$ cat config.mk
export PLATFORM = sky130hd
export DESIGN_NAME = bit_4divider
export DESIGN_NICKNAME = d
export VERILOG_FILES = /design/src/rtl/bit_div_pkg.sv /design/src/rtl/bit_4divider_sub_stage.sv /design/src/rtl/bit_4divider.sv
export SDC_FILE = /design/constraint.sdc
export NUM_CORES = 1
export LEC_CHECK = 0
export BUFFER_PORTS_ARGS = -buffer_cell sky130_fd_sc_hd__buf_4
export CAP_MARGIN = 40
export CORE_AREA = 2 2 64 54
export DETAILED_ROUTE_END_ITERATION = 10
export DIE_AREA = 0 0 66 56
export GPL_ROUTABILITY_DRIVEN = 0
export HOLD_SLACK_MARGIN = 0.08
export MAX_ROUTING_LAYER = met4
export PLACE_DENSITY = 0.84
export RECOVER_POWER = 50
export SETUP_SLACK_MARGIN = 0.1
export SLEW_MARGIN = 20
export SYNTH_ARGS = -nofsm -noshare
export SYNTH_HDL_FRONTEND = slang
export SYNTH_HIERARCHICAL = 1
export SYNTH_SLANG_ARGS = --single-unit
$ cat constraint.sdc
create_clock -name clk -period 1.8 [get_ports clk]
set_input_delay 0.18 -clock clk [delete_from_list [all_inputs] [get_ports clk]]
set_output_delay 0.18 -clock clk [all_outputs]
set_load 0.01 [all_outputs]
$ cat src/rtl/bit_div_pkg.sv
// Shared definitions for the sequential restoring divider: state encoding
// and step-counter sizing.
package bit_div_pkg;

  typedef enum logic [1:0] {
    IDLE = 2'd0,
    CALC = 2'd1,
    DONE = 2'd2,
    ZERO = 2'd3
  } state_e;

  localparam int WIDTH_DEFAULT = 4;
  localparam int CNT_W         = $clog2(WIDTH_DEFAULT + 1);

  function automatic int cnt_width(input int width);
    return $clog2(width + 1);
  endfunction

endpackage

$ cat src/rtl/bit_4divider_sub_stage.sv
// Combinational N-bit trial subtractor: x - y as x + ~y + 1.
// borrow is high when y > x (no carry out of the top bit).
module sub_stage #(
  parameter int N = 5
) (
  input  logic [N-1:0] x,
  input  logic [N-1:0] y,
  output logic [N-1:0] diff,
  output logic         borrow
);

  logic [N:0] sum;

  assign sum    = {1'b0, x} + {1'b0, y ^ {N{1'b1}}} + {{N{1'b0}}, 1'b1};
  assign diff   = sum[N-1:0];
  assign borrow = ~sum[N];

endmodule

$ cat src/rtl/bit_4divider.sv
// Sequential unsigned restoring divider, one quotient bit per clock, start/done
// handshake. Define BIT_DIV_EARLY_EXIT_EN to finish a<b requests in one cycle.
//
// state | meaning
// IDLE  | waiting for start; outputs hold the last result
// CALC  | one shift/trial-subtract step per cycle, WIDTH steps
// DONE  | result valid, done pulse
// ZERO  | divisor was zero, saturated result, done pulse
module bit_4divider
  import bit_div_pkg::*;
#(
  parameter int WIDTH = 4
) (
  input  logic             clk,
  input  logic             rst_n,
  input  logic             start,
  input  logic [WIDTH-1:0] a,
  input  logic [WIDTH-1:0] b,
  output logic             busy,
  output logic             done,
  output logic [WIDTH-1:0] q,
  output logic [WIDTH-1:0] r,
  output logic             div_zero
);

  localparam int CW = cnt_width(WIDTH);
  localparam logic [CW-1:0] LAST_STEP = CW'(WIDTH - 1);

  state_e           state_q, state_d;
  logic [WIDTH:0]   rem_q, rem_d;
  logic [WIDTH-1:0] quo_q, quo_d;
  logic [WIDTH-1:0] dvs_q, dvs_d;
  logic [CW-1:0]    cnt_q, cnt_d;
  logic             busy_q, busy_d;
  logic             done_q, done_d;
  logic [WIDTH-1:0] q_q, q_d;
  logic [WIDTH-1:0] r_q, r_d;
  logic             div_zero_q, div_zero_d;

  logic [WIDTH:0]   rem_sh;
  logic [WIDTH:0]   diff;
  logic             borrow;
  logic [WIDTH:0]   rem_step;
  logic [WIDTH-1:0] quo_step;

  // The remainder never exceeds the divisor between steps, so its top bit
  // only matters inside the trial subtract and is dropped by the shift.
  logic unused_rem_msb;
  assign unused_rem_msb = rem_q[WIDTH];

  assign rem_sh = {rem_q[WIDTH-1:0], quo_q[WIDTH-1]};

  sub_stage #(.N(WIDTH + 1)) u_sub (
    .x      (rem_sh),
    .y      ({1'b0, dvs_q}),
    .diff   (diff),
    .borrow (borrow)
  );

  assign rem_step = borrow ? rem_sh : diff;
  assign quo_step = {quo_q[WIDTH-2:0], ~borrow};

  always_comb begin
    state_d    = state_q;
    rem_d      = rem_q;
    quo_d      = quo_q;
    dvs_d      = dvs_q;
    cnt_d      = cnt_q;
    busy_d     = busy_q;
    done_d     = 1'b0;
    q_d        = q_q;
    r_d        = r_q;
    div_zero_d = div_zero_q;

    case (state_q)
      IDLE: begin
        if (start) begin
          busy_d = 1'b1;
          if (b == '0) begin
            state_d    = ZERO;
            q_d        = '1;
            r_d        = a;
            div_zero_d = 1'b1;
            done_d     = 1'b1;
          end
`ifdef BIT_DIV_EARLY_EXIT_EN
          else if (a < b) begin
            state_d    = DONE;
            q_d        = '0;
            r_d        = a;
            div_zero_d = 1'b0;
            done_d     = 1'b1;
          end
`endif
          else begin
            state_d = CALC;
            rem_d   = '0;
            quo_d   = a;
            dvs_d   = b;
            cnt_d   = '0;
          end
        end
      end
      CALC: begin
        rem_d = rem_step;
        quo_d = quo_step;
        cnt_d = cnt_q + 1'b1;
        if (cnt_q == LAST_STEP) begin
          state_d    = DONE;
          q_d        = quo_step;
          r_d        = rem_step[WIDTH-1:0];
          div_zero_d = 1'b0;
          done_d     = 1'b1;
        end
      end
      DONE, ZERO: begin
        state_d = IDLE;
        busy_d  = 1'b0;
      end
      default: begin
        state_d = IDLE;
        busy_d  = 1'b0;
      end
    endcase
  end

  always_ff @(posedge clk) begin
    if (!rst_n) begin
      state_q    <= IDLE;
      rem_q      <= '0;
      quo_q      <= '0;
      dvs_q      <= '0;
      cnt_q      <= '0;
      busy_q     <= 1'b0;
      done_q     <= 1'b0;
      q_q        <= '0;
      r_q        <= '0;
      div_zero_q <= 1'b0;
    end else begin
      state_q    <= state_d;
      rem_q      <= rem_d;
      quo_q      <= quo_d;
      dvs_q      <= dvs_d;
      cnt_q      <= cnt_d;
      busy_q     <= busy_d;
      done_q     <= done_d;
      q_q        <= q_d;
      r_q        <= r_d;
      div_zero_q <= div_zero_d;
    end
  end

  assign busy     = busy_q;
  assign done     = done_q;
  assign q        = q_q;
  assign r        = r_q;
  assign div_zero = div_zero_q;

endmodule

==> reports/metrics.yaml <==
finish:
  finalInstanceArea_um2: 1870
  proportion_of_layout_cells_with_a_drive_suffix_above_1_pct: 32.7
  final_cell_count_without_fillers: 236
  syn2layout_area_growth_pct: 30.6
  fillerInstances: 244
  final_net_count: 216
  antennaDiodeCount: 0
  post-route-util_pct: 62.0
timing:
  post-route-min-period_ns: 1.72
  report.final.slew_viol_count: 0
  timing.final.setup_violations: 0
  tightestPinTransition_ns: 0.581
  finalHoldViolations: 0
  timing.slew.headroom_pct: 61.2
  finalCritPeriodShare_pct: 95.7
  grt_setup_unrepaired: "true"
  worst_hold_slack_ns: 0.155
  timing.fmax_mhz: 580
  fin_skew_ns: 0.00387
worst_setup_path:
  req_time_crit_path_ns: 1.95
  crit_path_cell_trace: "inv_2 > ha_4 > o21ai_4 > a21oi_4 > o22ai_4 > mux2_4 > nand2_2 > a21oi_1"
  worst_r2r_path_depth: 8
  critical_path.slowest_cell: "sky130_fd_sc_hd__mux2_4"
  crit_path_max_incr_delay_ns: 0.37
  worstSetupEndpointType: "flop"
  cp_max_fo: 6
  arrival_ns: 1.87
  start_kind: "flop"
  worst-setup-path-type: "flop to flop"
placed_design:
  post_dp_cell_area_um2: 1650
  place.detailed.instances: 225
  dp_hpwl_mm: 2.30
  numPortBuffers: 21
routing:
  postRouteWirelength_mm: 3.62
  detailedRoute.firstPassIterationCount: 4
  dr.first_iter.drc_count: 25
  vias_per_cell: 5.80
  wire_length_per_cell_after_detailed_routing_um: 15.3
  route.antenna.remaining_nets: 0
  route.detailed.drc: 0
  routed-via-count: 1368
synthesis:
  synth_fp_nets: 187
  syn-instance-count: 168
  synth_warnings: 6
  mapped_cell_area_um2: 1430
  synth.avg_cell_area_um2: 8.53
worst_hold_path:
  min_path_cells: 3
  hp-class: "input pin to flop"
die:
  std_cell_rows: 18
  die_area_um2: 3700
  floorplan.die.width_um: 66
  die_height_um: 56
  initial_core_util_pct: 47.5
  core_um2: 3020
  floorplan.io_pins: 22
clock_tree:
  cts.clk_slew.worst_paths_ns: 0.10
  clock_insertion_delay_worst_skew_ns: 0.28
  cts_buffer_depth: 2
  cts_max_level: 1
  cts_hold_buffers: 0
  tritoncts_clock_tree: "done"
  cts_buffers: 3
  root_buffer: "sky130_fd_sc_hd__clkbuf_8"
  clock-sinks: 28
global_routing:
  grt_pass1_wl_mm: 5.82
  grt_start_max_net_pins: 21
  grt_usage_pct: 20.5
  grt_overflow: 0
  first_global_vias: 1215
  grt_antenna_before_repair: 0
pwr:
  powerDensity_nw_per_um2: 755
  power.total_mw: 1.41
  static-leakage-power_nw: 0.692
  worst_ir_drop_vdd_mv: 0.511
outcome:
  outcome: "finished, final reports clean"
job:
  cap_violations: 0
==> through the flow <==
stage	setup WS (ns)	TNS, ns
floorplan	0.102	0
global placement	0.00545	0
detailed placement	-0.0492	-0.218
CTS	0.0574	0
global route	0.0160	0
finish	0.0772	0
==> flip-flops by register name (all words and copies together) (netlist names) <==
| signal | count |
|---|---|
| div_zero | 1 |
| dvs_q | 4 |
| state_q | 2 |
| busy | 1 |
| quo_q | 4 |
| q | 4 |
| rem_q | 4 |
| cnt_q | 3 |
| done | 1 |
| r | 4 |
==> report_power, final <==
group | switching [mW] | total [mW] | internal [mW]
Clock | 0.198 | 0.394 | 0.196
Combinational | 0.183 | 0.344 | 0.161
Sequential | 0.0246 | 0.674 | 0.650
Total | 0.406 | 1.41 | 1.01
==> path summary, 6_finish.rpt <==
check                         from                       to  slack, ns
max          dvs_q[2]$_SDFFE_PN0P_    rem_q[0]$_SDFFE_PN0P_       0.08
min                          start  state_q[0]$_SDFFE_PN0P_       0.16
max reg2reg  dvs_q[2]$_SDFFE_PN0P_    rem_q[0]$_SDFFE_PN0P_       0.08
min reg2reg      busy$_SDFFE_PN0P_        busy$_SDFFE_PN0P_       0.48
==> cell usage in the layout (no fill, tap or decap), types with 5 or more instances in the layout <==
master and count:
sky130_fd_sc_hd__a21oi_1 24, sky130_fd_sc_hd__dfxtp_1 22, sky130_fd_sc_hd__buf_4 22, sky130_fd_sc_hd__o21ai_0 19, sky130_fd_sc_hd__clkbuf_1 11, sky130_fd_sc_hd__inv_1 7
sky130_fd_sc_hd__nand2_1 7, sky130_fd_sc_hd__nor2_1 7, sky130_fd_sc_hd__o211ai_1 6, sky130_fd_sc_hd__dfxtp_2 5
==> area by class of cell <==
type / count / area (um2) / share of cell area (%)
inverters: 10 / 40.0 / 2.14
multi-input cells: 119 / 917 / 49.0
flip-flops and latches: 28 / 571 / 30.5
clock buffers: 4 / 55.1 / 2.94
well taps: 40 / 50.0 / 2.68
repair buffers: 35 / 238 / 12.7
==> per-layer routing <==
layer  vias to the layer above  wire length (um)  track usage [%]
met5                         -                 0                -
met4                         0                68             7.29
met3                        11               178             4.86
met2                        42              1710             28.6
met1                       657              1660             28.8
li1                        658                 -                -
==> what timing repair did <==
item                                    CTS  global route
resized for setup                        25            17
endpoints found under the setup margin    9            10
pin swaps                                 6            11
gates cloned                              0             0
setup buffers                             1             6
==> worst max-delay path: cells and delay by family (launching register included) <==
| family | cells | cell delay (ns) |
|---|---|---|
| AO/OA/AOI/OAI | 4 | 0.53 |
| adder cells (fa/ha/maj) | 1 | 0.24 |
| buffers and inverters | 1 | 0.04 |
| flip-flops | 1 | 0.34 |
| multiplexers | 1 | 0.37 |
| AND/OR/NAND/NOR | 1 | 0.08 |
Power figures use the tool's default switching activity.
